## src/rtl/uart_stream_pkg.sv

```systemverilog
// Shared types and helpers for the uart_stream transceiver family.
// Optional parity support is compiled in with the UART_PARITY_EN macro.
package uart_stream_pkg;

    typedef enum logic [2:0] {
        TX_IDLE   = 3'd0,
        TX_START  = 3'd1,
        TX_DATA   = 3'd2,
`ifdef UART_PARITY_EN
        TX_PARITY = 3'd3,
`endif
        TX_STOP   = 3'd4
    } tx_state_t;

    typedef enum logic [2:0] {
        RX_IDLE   = 3'd0,
        RX_START  = 3'd1,
        RX_DATA   = 3'd2,
`ifdef UART_PARITY_EN
        RX_PARITY = 3'd3,
`endif
        RX_STOP   = 3'd4
    } rx_state_t;

    // $clog2 that never returns less than one bit, for counters and pointers.
    function automatic int clog2_min1(input int n);
        return (n <= 32'sd2) ? 32'sd1 : $clog2(n);
    endfunction

    // Offset of the start-bit midpoint in clock cycles (floor for odd periods).
    function automatic int half_bit(input int clks_per_bit);
        return clks_per_bit / 32'sd2;
    endfunction

endpackage

```

## src/rtl/uart_stream_fifo.sv

```systemverilog
// Synchronous FIFO with occupancy counter. A push while full is accepted only
// when a pop happens in the same cycle; rdata shows the head combinationally.
module uart_stream_fifo
    import uart_stream_pkg::*;
#(
    parameter int WIDTH = 8,
    parameter int DEPTH = 4
) (
    input  logic                     clk,
    input  logic                     rst,
    input  logic                     push,
    input  logic                     pop,
    input  logic [WIDTH-1:0]         wdata,
    output logic [WIDTH-1:0]         rdata,
    output logic                     full,
    output logic                     empty,
    output logic [$clog2(DEPTH):0]   level
);

    localparam int PTR_W = clog2_min1(DEPTH);
    localparam int LVL_W = $clog2(DEPTH) + 1;

    logic [WIDTH-1:0] mem_r [DEPTH];
    logic [PTR_W-1:0] wr_ptr_r;
    logic [PTR_W-1:0] rd_ptr_r;
    logic [LVL_W-1:0] level_r;
    logic             pop_ok_s;
    logic             push_ok_s;

    assign full      = (level_r == LVL_W'(DEPTH));
    assign empty     = (level_r == {LVL_W{1'b0}});
    assign level     = level_r;
    assign rdata     = mem_r[rd_ptr_r];
    assign pop_ok_s  = pop && !empty;
    assign push_ok_s = push && (!full || pop_ok_s);

    // Storage, pointers and level; pointers wrap naturally at DEPTH.
    always_ff @(posedge clk or posedge rst) begin
        if (rst) begin
            for (int i = 0; i < DEPTH; i++) begin
                mem_r[i] <= '0;
            end
            wr_ptr_r <= '0;
            rd_ptr_r <= '0;
            level_r  <= '0;
        end else begin
            if (push_ok_s) begin
                mem_r[wr_ptr_r] <= wdata;
                wr_ptr_r        <= wr_ptr_r + 1'b1;
            end
            if (pop_ok_s) begin
                rd_ptr_r <= rd_ptr_r + 1'b1;
            end
            case ({push_ok_s, pop_ok_s})
                2'b10:   level_r <= level_r + 1'b1;
                2'b01:   level_r <= level_r - 1'b1;
                default: level_r <= level_r;
            endcase
        end
    end

endmodule

```

## src/rtl/uart_stream_xcvr.sv

```systemverilog
// Full-duplex UART with ready/valid byte streams on the core side.
// Define UART_PARITY_EN to add a parity bit (PARITY_ODD, rx_parity_err_o).
module uart_stream_xcvr
    import uart_stream_pkg::*;
#(
    parameter int CLKS_PER_BIT  = 16,
    parameter int DATA_BITS     = 8,
    parameter int STOP_BITS     = 1,
    parameter int RX_FIFO_DEPTH = 4
`ifdef UART_PARITY_EN
    ,parameter bit PARITY_ODD   = 1'b0
`endif
) (
    input  logic                             wb_clk_i,
    input  logic                             wb_rst_i,
    input  logic [DATA_BITS-1:0]             tx_data_i,
    input  logic                             tx_valid_i,
    output logic                             tx_ready_o,
    output logic                             tx_busy_o,
    output logic                             stx_pad_o,
    input  logic                             srx_pad_i,
    output logic [DATA_BITS-1:0]             rx_data_o,
    output logic                             rx_valid_o,
    input  logic                             rx_ready_i,
    output logic                             rx_overrun_o,
    output logic                             rx_frame_err_o,
`ifdef UART_PARITY_EN
    output logic                             rx_parity_err_o,
`endif
    output logic [$clog2(RX_FIFO_DEPTH):0]   rx_level_o
);

    localparam int CNT_W = clog2_min1(STOP_BITS * CLKS_PER_BIT + 1);
    localparam int IDX_W = clog2_min1(DATA_BITS);
    localparam logic [CNT_W-1:0] BIT_LAST  = CNT_W'(CLKS_PER_BIT - 1);
    localparam logic [CNT_W-1:0] HALF_LAST = CNT_W'(half_bit(CLKS_PER_BIT) - 1);
    // TX leaves STOP one cycle early so the next start bit follows without a gap.
    localparam logic [CNT_W-1:0] STOP_LAST = CNT_W'(STOP_BITS * CLKS_PER_BIT - 2);
    localparam logic [IDX_W-1:0] DATA_LAST = IDX_W'(DATA_BITS - 1);

    // ---------------- transmitter ----------------
    tx_state_t            tx_state_r, tx_state_next_s;
    logic [CNT_W-1:0]     tx_cnt_r, tx_cnt_next_s;
    logic [IDX_W-1:0]     tx_idx_r, tx_idx_next_s;
    logic [DATA_BITS-1:0] tx_shift_r, tx_shift_next_s;
    logic                 tx_pad_r, tx_pad_next_s;
    logic                 tx_ready_r, tx_busy_r;
`ifdef UART_PARITY_EN
    logic                 tx_par_r;
`endif

    assign stx_pad_o  = tx_pad_r;
    assign tx_ready_o = tx_ready_r;
    assign tx_busy_o  = tx_busy_r;

    // TX next-state logic; the pad value is computed one cycle ahead and registered.
    always_comb begin
        tx_state_next_s = tx_state_r;
        tx_cnt_next_s   = tx_cnt_r + 1'b1;
        tx_idx_next_s   = tx_idx_r;
        tx_shift_next_s = tx_shift_r;
        tx_pad_next_s   = tx_pad_r;
        case (tx_state_r)
            TX_IDLE: begin
                tx_cnt_next_s = '0;
                if (tx_valid_i) begin
                    tx_state_next_s = TX_START;
                    tx_shift_next_s = tx_data_i;
                    tx_pad_next_s   = 1'b0;
                end else begin
                    tx_pad_next_s   = 1'b1;
                end
            end
            TX_START: begin
                if (tx_cnt_r == BIT_LAST) begin
                    tx_state_next_s = TX_DATA;
                    tx_cnt_next_s   = '0;
                    tx_idx_next_s   = '0;
                    tx_pad_next_s   = tx_shift_r[0];
                end else begin
                    tx_pad_next_s   = 1'b0;
                end
            end
            TX_DATA: begin
                if (tx_cnt_r == BIT_LAST) begin
                    tx_cnt_next_s   = '0;
                    tx_shift_next_s = {1'b0, tx_shift_r[DATA_BITS-1:1]};
                    if (tx_idx_r == DATA_LAST) begin
`ifdef UART_PARITY_EN
                        tx_state_next_s = TX_PARITY;
                        tx_pad_next_s   = tx_par_r;
`else
                        tx_state_next_s = TX_STOP;
                        tx_pad_next_s   = 1'b1;
`endif
                    end else begin
                        tx_idx_next_s   = tx_idx_r + 1'b1;
                        tx_pad_next_s   = tx_shift_r[1];
                    end
                end else begin
                    tx_cnt_next_s   = tx_cnt_r + 1'b1;
                end
            end
`ifdef UART_PARITY_EN
            TX_PARITY: begin
                if (tx_cnt_r == BIT_LAST) begin
                    tx_state_next_s = TX_STOP;
                    tx_cnt_next_s   = '0;
                    tx_pad_next_s   = 1'b1;
                end else begin
                    tx_cnt_next_s   = tx_cnt_r + 1'b1;
                end
            end
`endif
            TX_STOP: begin
                tx_pad_next_s = 1'b1;
                if (tx_cnt_r == STOP_LAST) begin
                    tx_state_next_s = TX_IDLE;
                    tx_cnt_next_s   = '0;
                end else begin
                    tx_cnt_next_s   = tx_cnt_r + 1'b1;
                end
            end
            default: begin
                tx_state_next_s = TX_IDLE;
                tx_cnt_next_s   = '0;
                tx_pad_next_s   = 1'b1;
            end
        endcase
    end

    // TX state, datapath and registered handshake/pad outputs.
    always_ff @(posedge wb_clk_i or posedge wb_rst_i) begin
        if (wb_rst_i) begin
            tx_state_r <= TX_IDLE;
            tx_cnt_r   <= '0;
            tx_idx_r   <= '0;
            tx_shift_r <= '0;
            tx_pad_r   <= 1'b1;
            tx_ready_r <= 1'b1;
            tx_busy_r  <= 1'b0;
`ifdef UART_PARITY_EN
            tx_par_r   <= 1'b0;
`endif
        end else begin
            tx_state_r <= tx_state_next_s;
            tx_cnt_r   <= tx_cnt_next_s;
            tx_idx_r   <= tx_idx_next_s;
            tx_shift_r <= tx_shift_next_s;
            tx_pad_r   <= tx_pad_next_s;
            tx_ready_r <= (tx_state_next_s == TX_IDLE);
            tx_busy_r  <= (tx_state_next_s != TX_IDLE);
`ifdef UART_PARITY_EN
            if (tx_ready_r && tx_valid_i) begin
                tx_par_r <= (^tx_data_i) ^ PARITY_ODD;
            end
`endif
        end
    end

    // ---------------- receiver ----------------
    rx_state_t            rx_state_r, rx_state_next_s;
    logic [CNT_W-1:0]     rx_cnt_r, rx_cnt_next_s;
    logic [IDX_W-1:0]     rx_idx_r, rx_idx_next_s;
    logic [DATA_BITS-1:0] rx_shift_r, rx_shift_next_s;
    logic                 rx_sync1_r, rx_sync2_r, rx_prev_r;
    logic                 rx_push_s, rx_ferr_s, rx_pop_s, rx_ovr_s;
    logic                 rx_ferr_r, rx_ovr_r;
    logic                 fifo_full_s, fifo_empty_s;
`ifdef UART_PARITY_EN
    logic                 rx_par_bit_r, rx_par_bit_next_s;
    logic                 rx_perr_s, rx_perr_r;
    assign rx_parity_err_o = rx_perr_r;
`endif

    assign rx_frame_err_o = rx_ferr_r;
    assign rx_overrun_o   = rx_ovr_r;
    assign rx_valid_o     = !fifo_empty_s;
    assign rx_pop_s       = rx_ready_i && !fifo_empty_s;
    assign rx_ovr_s       = rx_push_s && fifo_full_s && !rx_pop_s;

    // RX next-state logic: falling edge arms START, bits sampled mid-period.
    always_comb begin
        rx_state_next_s = rx_state_r;
        rx_cnt_next_s   = rx_cnt_r + 1'b1;
        rx_idx_next_s   = rx_idx_r;
        rx_shift_next_s = rx_shift_r;
        rx_push_s       = 1'b0;
        rx_ferr_s       = 1'b0;
`ifdef UART_PARITY_EN
        rx_par_bit_next_s = rx_par_bit_r;
        rx_perr_s         = 1'b0;
`endif
        case (rx_state_r)
            RX_IDLE: begin
                rx_cnt_next_s = '0;
                // Needs a high-to-low transition, so a stuck-low line never re-arms.
                if (rx_prev_r && !rx_sync2_r) begin
                    rx_state_next_s = RX_START;
                end else begin
                    rx_state_next_s = RX_IDLE;
                end
            end
            RX_START: begin
                if (rx_cnt_r == HALF_LAST) begin
                    rx_cnt_next_s = '0;
                    rx_idx_next_s = '0;
                    if (rx_sync2_r) begin
                        rx_state_next_s = RX_IDLE;
                    end else begin
                        rx_state_next_s = RX_DATA;
                    end
                end else begin
                    rx_cnt_next_s = rx_cnt_r + 1'b1;
                end
            end
            RX_DATA: begin
                if (rx_cnt_r == BIT_LAST) begin
                    rx_cnt_next_s   = '0;
                    rx_shift_next_s = {rx_sync2_r, rx_shift_r[DATA_BITS-1:1]};
                    if (rx_idx_r == DATA_LAST) begin
`ifdef UART_PARITY_EN
                        rx_state_next_s = RX_PARITY;
`else
                        rx_state_next_s = RX_STOP;
`endif
                    end else begin
                        rx_idx_next_s = rx_idx_r + 1'b1;
                    end
                end else begin
                    rx_cnt_next_s = rx_cnt_r + 1'b1;
                end
            end
`ifdef UART_PARITY_EN
            RX_PARITY: begin
                if (rx_cnt_r == BIT_LAST) begin
                    rx_cnt_next_s     = '0;
                    rx_par_bit_next_s = rx_sync2_r;
                    rx_state_next_s   = RX_STOP;
                end else begin
                    rx_cnt_next_s = rx_cnt_r + 1'b1;
                end
            end
`endif
            RX_STOP: begin
                if (rx_cnt_r == BIT_LAST) begin
                    rx_cnt_next_s   = '0;
                    rx_state_next_s = RX_IDLE;
                    if (!rx_sync2_r) begin
                        rx_ferr_s = 1'b1;
`ifdef UART_PARITY_EN
                    end else if (((^rx_shift_r) ^ rx_par_bit_r) != PARITY_ODD) begin
                        rx_perr_s = 1'b1;
`endif
                    end else begin
                        rx_push_s = 1'b1;
                    end
                end else begin
                    rx_cnt_next_s = rx_cnt_r + 1'b1;
                end
            end
            default: begin
                rx_state_next_s = RX_IDLE;
                rx_cnt_next_s   = '0;
            end
        endcase
    end

    // RX synchronizer, FSM state and registered error pulses.
    always_ff @(posedge wb_clk_i or posedge wb_rst_i) begin
        if (wb_rst_i) begin
            rx_sync1_r <= 1'b1;
            rx_sync2_r <= 1'b1;
            rx_prev_r  <= 1'b1;
            rx_state_r <= RX_IDLE;
            rx_cnt_r   <= '0;
            rx_idx_r   <= '0;
            rx_shift_r <= '0;
            rx_ferr_r  <= 1'b0;
            rx_ovr_r   <= 1'b0;
`ifdef UART_PARITY_EN
            rx_par_bit_r <= 1'b0;
            rx_perr_r    <= 1'b0;
`endif
        end else begin
            rx_sync1_r <= srx_pad_i;
            rx_sync2_r <= rx_sync1_r;
            rx_prev_r  <= rx_sync2_r;
            rx_state_r <= rx_state_next_s;
            rx_cnt_r   <= rx_cnt_next_s;
            rx_idx_r   <= rx_idx_next_s;
            rx_shift_r <= rx_shift_next_s;
            rx_ferr_r  <= rx_ferr_s;
            rx_ovr_r   <= rx_ovr_s;
`ifdef UART_PARITY_EN
            rx_par_bit_r <= rx_par_bit_next_s;
            rx_perr_r    <= rx_perr_s;
`endif
        end
    end

    uart_stream_fifo #(
        .WIDTH (DATA_BITS),
        .DEPTH (RX_FIFO_DEPTH)
    ) u_rx_fifo (
        .clk   (wb_clk_i),
        .rst   (wb_rst_i),
        .push  (rx_push_s),
        .pop   (rx_pop_s),
        .wdata (rx_shift_r),
        .rdata (rx_data_o),
        .full  (fifo_full_s),
        .empty (fifo_empty_s),
        .level (rx_level_o)
    );

endmodule

```

## config.mk

```make
export PLATFORM = sky130hd
export DESIGN_NAME = uart_stream_xcvr
export DESIGN_NICKNAME = d
export VERILOG_FILES = /design/src/rtl/uart_stream_pkg.sv /design/src/rtl/uart_stream_fifo.sv /design/src/rtl/uart_stream_xcvr.sv
export SDC_FILE = /design/constraint.sdc
export NUM_CORES = 1
export LEC_CHECK = 0
export ABC_AREA = 1
export CORE_MARGIN = 2
export CORE_UTILIZATION = 32
export CTS_CLUSTER_SIZE = 20
export DETAILED_ROUTE_END_ITERATION = 12
export PLACE_DENSITY = 0.53
export REMOVE_ABC_BUFFERS = 1
export SLEW_MARGIN = 5
export SYNTH_ARGS = -nofsm -noshare
export SYNTH_HDL_FRONTEND = slang
export SYNTH_SLANG_ARGS = --single-unit
```

## constraint.sdc

```tcl
create_clock -name wb_clk_i -period 2.3 [get_ports wb_clk_i]
set_input_delay 0.345 -clock wb_clk_i [delete_from_list [all_inputs] [get_ports wb_clk_i]]
set_output_delay 0.345 -clock wb_clk_i [all_outputs]
set_load 0.01 [all_outputs]
```

Word-level counts from Yosys, hierarchy flattened
Cells that the tools add are included.
Widths: inputs -> output; s select.
Word-level totals
  register bits after elaboration: 85
  input port bits: 13
  word-level logic and storage cells: 136
Operators by class
  bitwise logic cells: 2
  eq/ne operators: 24
  $add $sub $neg: 8
  muxes and demuxes: 48
  reductions and logical operators: 28
  order comparisons: 3
Operators by type and width (number)
  $mux 3: 15
  $mux 8: 5
  $bwmux 32: 1
  $pmux 3 s4: 2
  $mux 5: 4
  $pmux 5 s2: 2
  $ne 2x2->1 const B: 9
  $pmux 3 s2: 3
  $bmux 8 s2: 1
  $demux 8 s2: 1
  $pmux 8 s2: 1
  $eq 3x3->1 const B: 5
  $eq 5x4->1 const B: 3
  $logic_not 3->1: 4
  $reduce_and 4->1: 3
  $mux 1: 11
  $add 5x1->5 const B: 2
  $add 3x1->3 const B: 3
  $reduce_bool 2->1: 4
  $logic_and 1x1->1: 7
  $eq 3x1->1 const B: 2
  $eq 3x2->1 const B: 2
  $ge 3x3->1 const B: 2
  $not 2->3: 2
  14 further kinds: 19

Depth between registers and ports, before layout
  depth after elaboration: 8
  mapped depth: 15
  gate-level depth less buffers: 15

By module
From an unflattened synthesis, not the netlist that was laid out.
Unflattened totals
  cells, all modules: 500
  area total of the unflattened synthesis: 4301.6 µm²
Modules (own cells, without submodules)
  uart_stream_xcvr: seq. area each 1157.4 µm², instances 1, cells each 263, area each 2282.2 µm²
  uart_stream_fifo: seq. area each 975.9 µm², instances 1, cells each 237, area each 2019.4 µm²

Worst setup path before layout
Ideal clock, no wire load.
  path type: register -> register
  start: register rx_cnt_r[0]
  end: register u_rx_fifo.level_r[2] (netlist: u_rx_fifo.level[2])
  setup slack: -0.165 ns
  arrival time: 2.334 ns
  cell stages (with the launch flop): 16
  library setup time: 0.131 ns
  data required time: 2.169 ns
  period minus slack after synthesis: 2.465 ns
  path buffers: 0
  cells stage by stage: dfrtp_1 ha_1 nand2_1 inv_1 nand2_1 inv_1 ha_1 nand2_1 nor2_8 nand2_1 ha_1 inv_1 fa_1 a21oi_1 o21ai_0 xor2_1
On the way
  word-level cells in the longest chain between the ends: 6
  elaborated cells on any way between the ends: 8
  classes of those cells: 3 x eq/ne; 3 x mux; 2 x reduce/logical
RTL lines
  from (decl): RTL line uart_stream_xcvr.sv:163  | logic [CNT_W-1:0] rx_cnt_r, rx_cnt_next_s;
  from (signal assigned): RTL line uart_stream_xcvr.sv:290  | rx_cnt_r <= rx_cnt_next_s;
  $eq 5x4->1 *: RTL line uart_stream_xcvr.sv:246  | if (rx_cnt_r == BIT_LAST) begin
  $mux 1 *: RTL line uart_stream_xcvr.sv:246
  $mux 1 *: RTL line uart_stream_xcvr.sv:194  | case (rx_state_r)
  $logic_and 1x1->1 *: RTL line uart_stream_fifo.sv:35  | assign push_ok_s = push && (!full || pop_ok_s);
  $eq 2x1->1 or $eq 2x2->1 (tied branches): RTL line uart_stream_fifo.sv:54  | case ({push_ok_s, pop_ok_s})
  $pmux 3 s2 or $reduce_bool 2->1 (tied branches)
  to (signal assigned): RTL line uart_stream_fifo.sv:55  | 2'b10: level_r <= level_r + 1'b1;
  to (signal assigned): RTL line uart_stream_fifo.sv:56  | 2'b01: level_r <= level_r - 1'b1;
  to (signal assigned): RTL line uart_stream_fifo.sv:57  | default: level_r <= level_r;
  to (decl): RTL line uart_stream_fifo.sv:26  | logic [LVL_W-1:0] level_r;
Every way passes the cells marked *; elsewhere a longest branch is shown, timed or not.
A chain may end at the register's enable or synchronous reset.

Worst setup path after layout
Same ends and word-level chain as after synthesis.

==> impl_results.md <==
- Status: finished clean
- Ys async rst share: 1.00
- Switching part of the total: 0.323
- Mapped Cells: 451
- Insertion delay to the later sink of the worst-skew pair: about 0.34 ns
- Synth area leaders: dfrtp_1 (50%), nand2_1 (12%), ha_1 (5.3%)
- Max-slew headroom: 0.728
- Internal: 0.00304 W
- Maximum vdd drop: around 0.40 mV
- Flop pwr share: 0.379
- Commonest non-fill, non-tap cell in the layout: nand2_1
- Post-Syn Area: roughly 4000 sq um
- CP Cell Sequence: ha_2 > nand2_1 > inv_1 > nand2_1 > inv_1 > ha_2 > nand2_4 > nor2_8 > nand2_1 > ha_1 > inv_1 > fa_2 > a21oi_2 > o21ai_1 > xor2_1
- Initial antenna violation count: 0
- TritonCTS Sinks: 85
- Hold buffers post-CTS: 0
- Slowest CP cell: dfrtp_1
- GPL Wtd Cong: ~0.73
- Final core occ: 0.398
- Antenna Cells: 0
- Total gr overflow: 0
- P&R area growth vs syn: 22.8%
- Gate power share: 0.297
- Dpl hpwl: approximately 5600 microns
- Full die area: 13500 sq um
- Synthesis-stage register bit count: 85
- Clk_skew: between 0.007 and 0.008 ns
- Post-route setup slack: roughly 0.090 ns
- Drt pass-1 iters: 4
- Max-cap violations: 0
- Post-synthesis sequential area ratio: 0.528
- First-pass GRT wire length: 14200 microns
- Clock transition at path regs: about 0.070 ns
- Critical Path Start Type: flip-flop
- Min Tclk post-route: 2.21 ns
- Antenna viol nets, final: 0
- Largest net degree at the start of global routing: 42
- Fillers: 1259
- Cell area power density: 905 nW/um^2
- Root Driver: clkbuf_16
- Vias in the first global route: 3002
- CP required: between 2 and 3 ns
- TritonCTS clock tree: yes
- Total GRT Usage: 0.134
- Final #Nets: between 500 and 600
- Peak fanout along the critical path: 2
- Biggest area consumer among synthesized cells: dfrtp_1
- Multi-input gate area: between 1500 and 2000 sq um
- DRC violations left: 0
- Max stage delay on crit path: 0.39 ns
- Library cells used by synthesis: 29
- Layout cells sized above 1: 0.139
- Register area: 2130 sq um
- Placed Area: approximately 4600 sq um
- Die Y: about 120 microns
- DR iter-0 viols: 188
- Initial Util: 0.324
- Fin crit share: 0.961
- Most used DFF post-synth: dfrtp_1
- Hold Vio Cnt, Final: 0
- Clock buffer depth: 2
- Place WS: -0.126 ns
- Setup TNS: 0 ns
- H-tree depth: 3
- DRT Wirelength: 8270 microns
- Final Power: around 0.0045 W
- Most frequent cells in the layout: nand2_1 (126), dfrtp_1 (79), nor2_1 (45)
- Crit Path Class: flip-flop to flip-flop
- Switching power: between 0.001 and 0.0015 W
- Unrepaired setup endpoints after global routing: true
- I/O pin count: 30
- Post-route design area: about 5000 sq um
- Post-synth EDFFs: 0
- Worst slew pin tran: about 0.41 ns
- WP data arrival: approximately 2.4 ns
- Via count: a little over 3000
- Post-synth top area share: 0.495
- Port bufs: 29
- Core Area: 12500 sq um
- Leakage: roughly 2.4 nW
- Max-slew violation count: 0
- Syn_area_per_cell: 8.96 sq um
- Setup Viol. Count Final: 0
- Width of the chip: about 120 microns
- FP Rows: 41
- Fmax achieved: around 450 MHz
- Yosys Warn Count: 0
- Post-DR vias/cell: roughly 4.5
- Num CTS Buffers: 9
- Worst setup EP type: flip-flop
- Wirelength per Cell: approximately 12 microns
- Hold crit path type: input port to async pin
- Clock Power Share: 0.324
-- worst paths after layout --
check	from	end	slack (ns)	depth (start not counted)
hold reg to reg	rx_sync1_r	rx_sync2_r	0.36	0
hold / removal	wb_rst_i	tx_cnt_r[1]	0.31	2
setup reg to reg	rx_cnt_r[0]	u_rx_fifo.level[2]	0.09	15
setup / recovery	rx_cnt_r[0]	u_rx_fifo.level[2]	0.09	15
min in group wb_clk_i	rx_sync1_r	rx_sync2_r	0.36	0
max in group asynchronous	wb_rst_i	rx_prev_r	1.39	3
-- per-layer routing --
metal,wire (microns),share of wire,GRT usage
met1,3940,0.48,0.174
met2,3930,0.48,0.217
met3,260,0.031,0.0363
met4,142,0.017,0.0484
met5,0,0,0
-- critical path, delay by kind of cell, from the launching register on --
kind / cells / cell delay (ns)
XOR/XNOR: 1 / 0.14
AO/OA/AOI/OAI: 2 / 0.23
flip-flops: 1 / 0.39
buffers and inverters: 3 / 0.15
AND/OR/NAND/NOR: 5 / 0.33
adder cells (fa/ha/maj): 4 / 0.86
-- kinds of logic (layout without fill, tap and decap cells) --
group	after synthesis	after routing	share of synthesized area
AND/OR/NAND/NOR	206	206	0.227
adder cells (fa/ha/maj)	18	18	0.0576
XOR/XNOR	9	9	0.0195
flip-flops	85	85	0.528
AO/OA/AOI/OAI	78	78	0.108
buffers and inverters	55	109	0.0601
-- synthesized netlist by cell type (4+ instances only) --
cell / n
a21oi_1: 5
buf_2: 5
buf_6: 4
dfrtp_1: 80
dfstp_2: 5
ha_1: 17
inv_1: 45
nand2_1: 127
nand3_1: 14
nand3_4: 5
nand4_1: 4
nor2_1: 45
o21ai_0: 28
o21ai_1: 26
o21ai_2: 8
o22ai_1: 8
xor2_1: 6
-- layout make-up --
type | instances | area share
Timing Repair inverter | 1 | 0.00151
Tap cell | 172 | 0.0433
Inverter | 45 | 0.0350
Timing Repair Buffer | 48 | 0.0912
Clock inverter | 6 | 0.0144
Multi-Input combinational cell | 311 | 0.339
Sequential cell | 85 | 0.430
Clock buffer | 9 | 0.0454
-- through the flow --
stage / std cells / hold WS, ns
after floorplan: 441 / 0.345
after global placement: 658 / 0.352
after detailed placement: 658 / 0.353
after CTS: 673 / 0.315
after global routing: 677 / 0.355
final: 677 / 0.310
-- repair_timing --
item                       4_1_cts  5_1_grt
pin swaps                        1        1
setup buffers                    0        3
hold endpoints to repair         0        0
setup endpoints to repair        6        8
gates resized for setup          4       10
cloned                           0        1
-- power groups by stage --
| stage | Sequential [W] | Clock, W | Combinational [W] |
|---|---|---|---|
| global route | 0.00172 | 0.00156 | 0.00149 |
| finish | 0.00170 | 0.00145 | 0.00134 |
| global placement | 0.00171 | 0 | 0.00124 |
| detailed placement | 0.00171 | 0 | 0.00126 |
| floorplan | 0.00174 | 0 | 0.000677 |
| CTS | 0.00169 | 0.00151 | 0.00127 |
-- sequential cells by signal, summed over array words and instances, names as in the netlist --
register            cells
u_rx_fifo.mem_r        32
rx_shift_r              8
tx_shift_r              8
rx_cnt_r                5
tx_cnt_r                5
rx_idx_r                3
rx_state_r              3
tx_idx_r                3
tx_state_r              3
u_rx_fifo.level         3
u_rx_fifo.rd_ptr_r      2
u_rx_fifo.wr_ptr_r      2
rx_frame_err_o          1
rx_overrun_o            1
rx_prev_r               1
rx_sync1_r              1
rx_sync2_r              1
stx_pad_o               1
tx_busy_o               1
tx_ready_o              1
No activity file was read; power rests on OpenSTA's default activity.
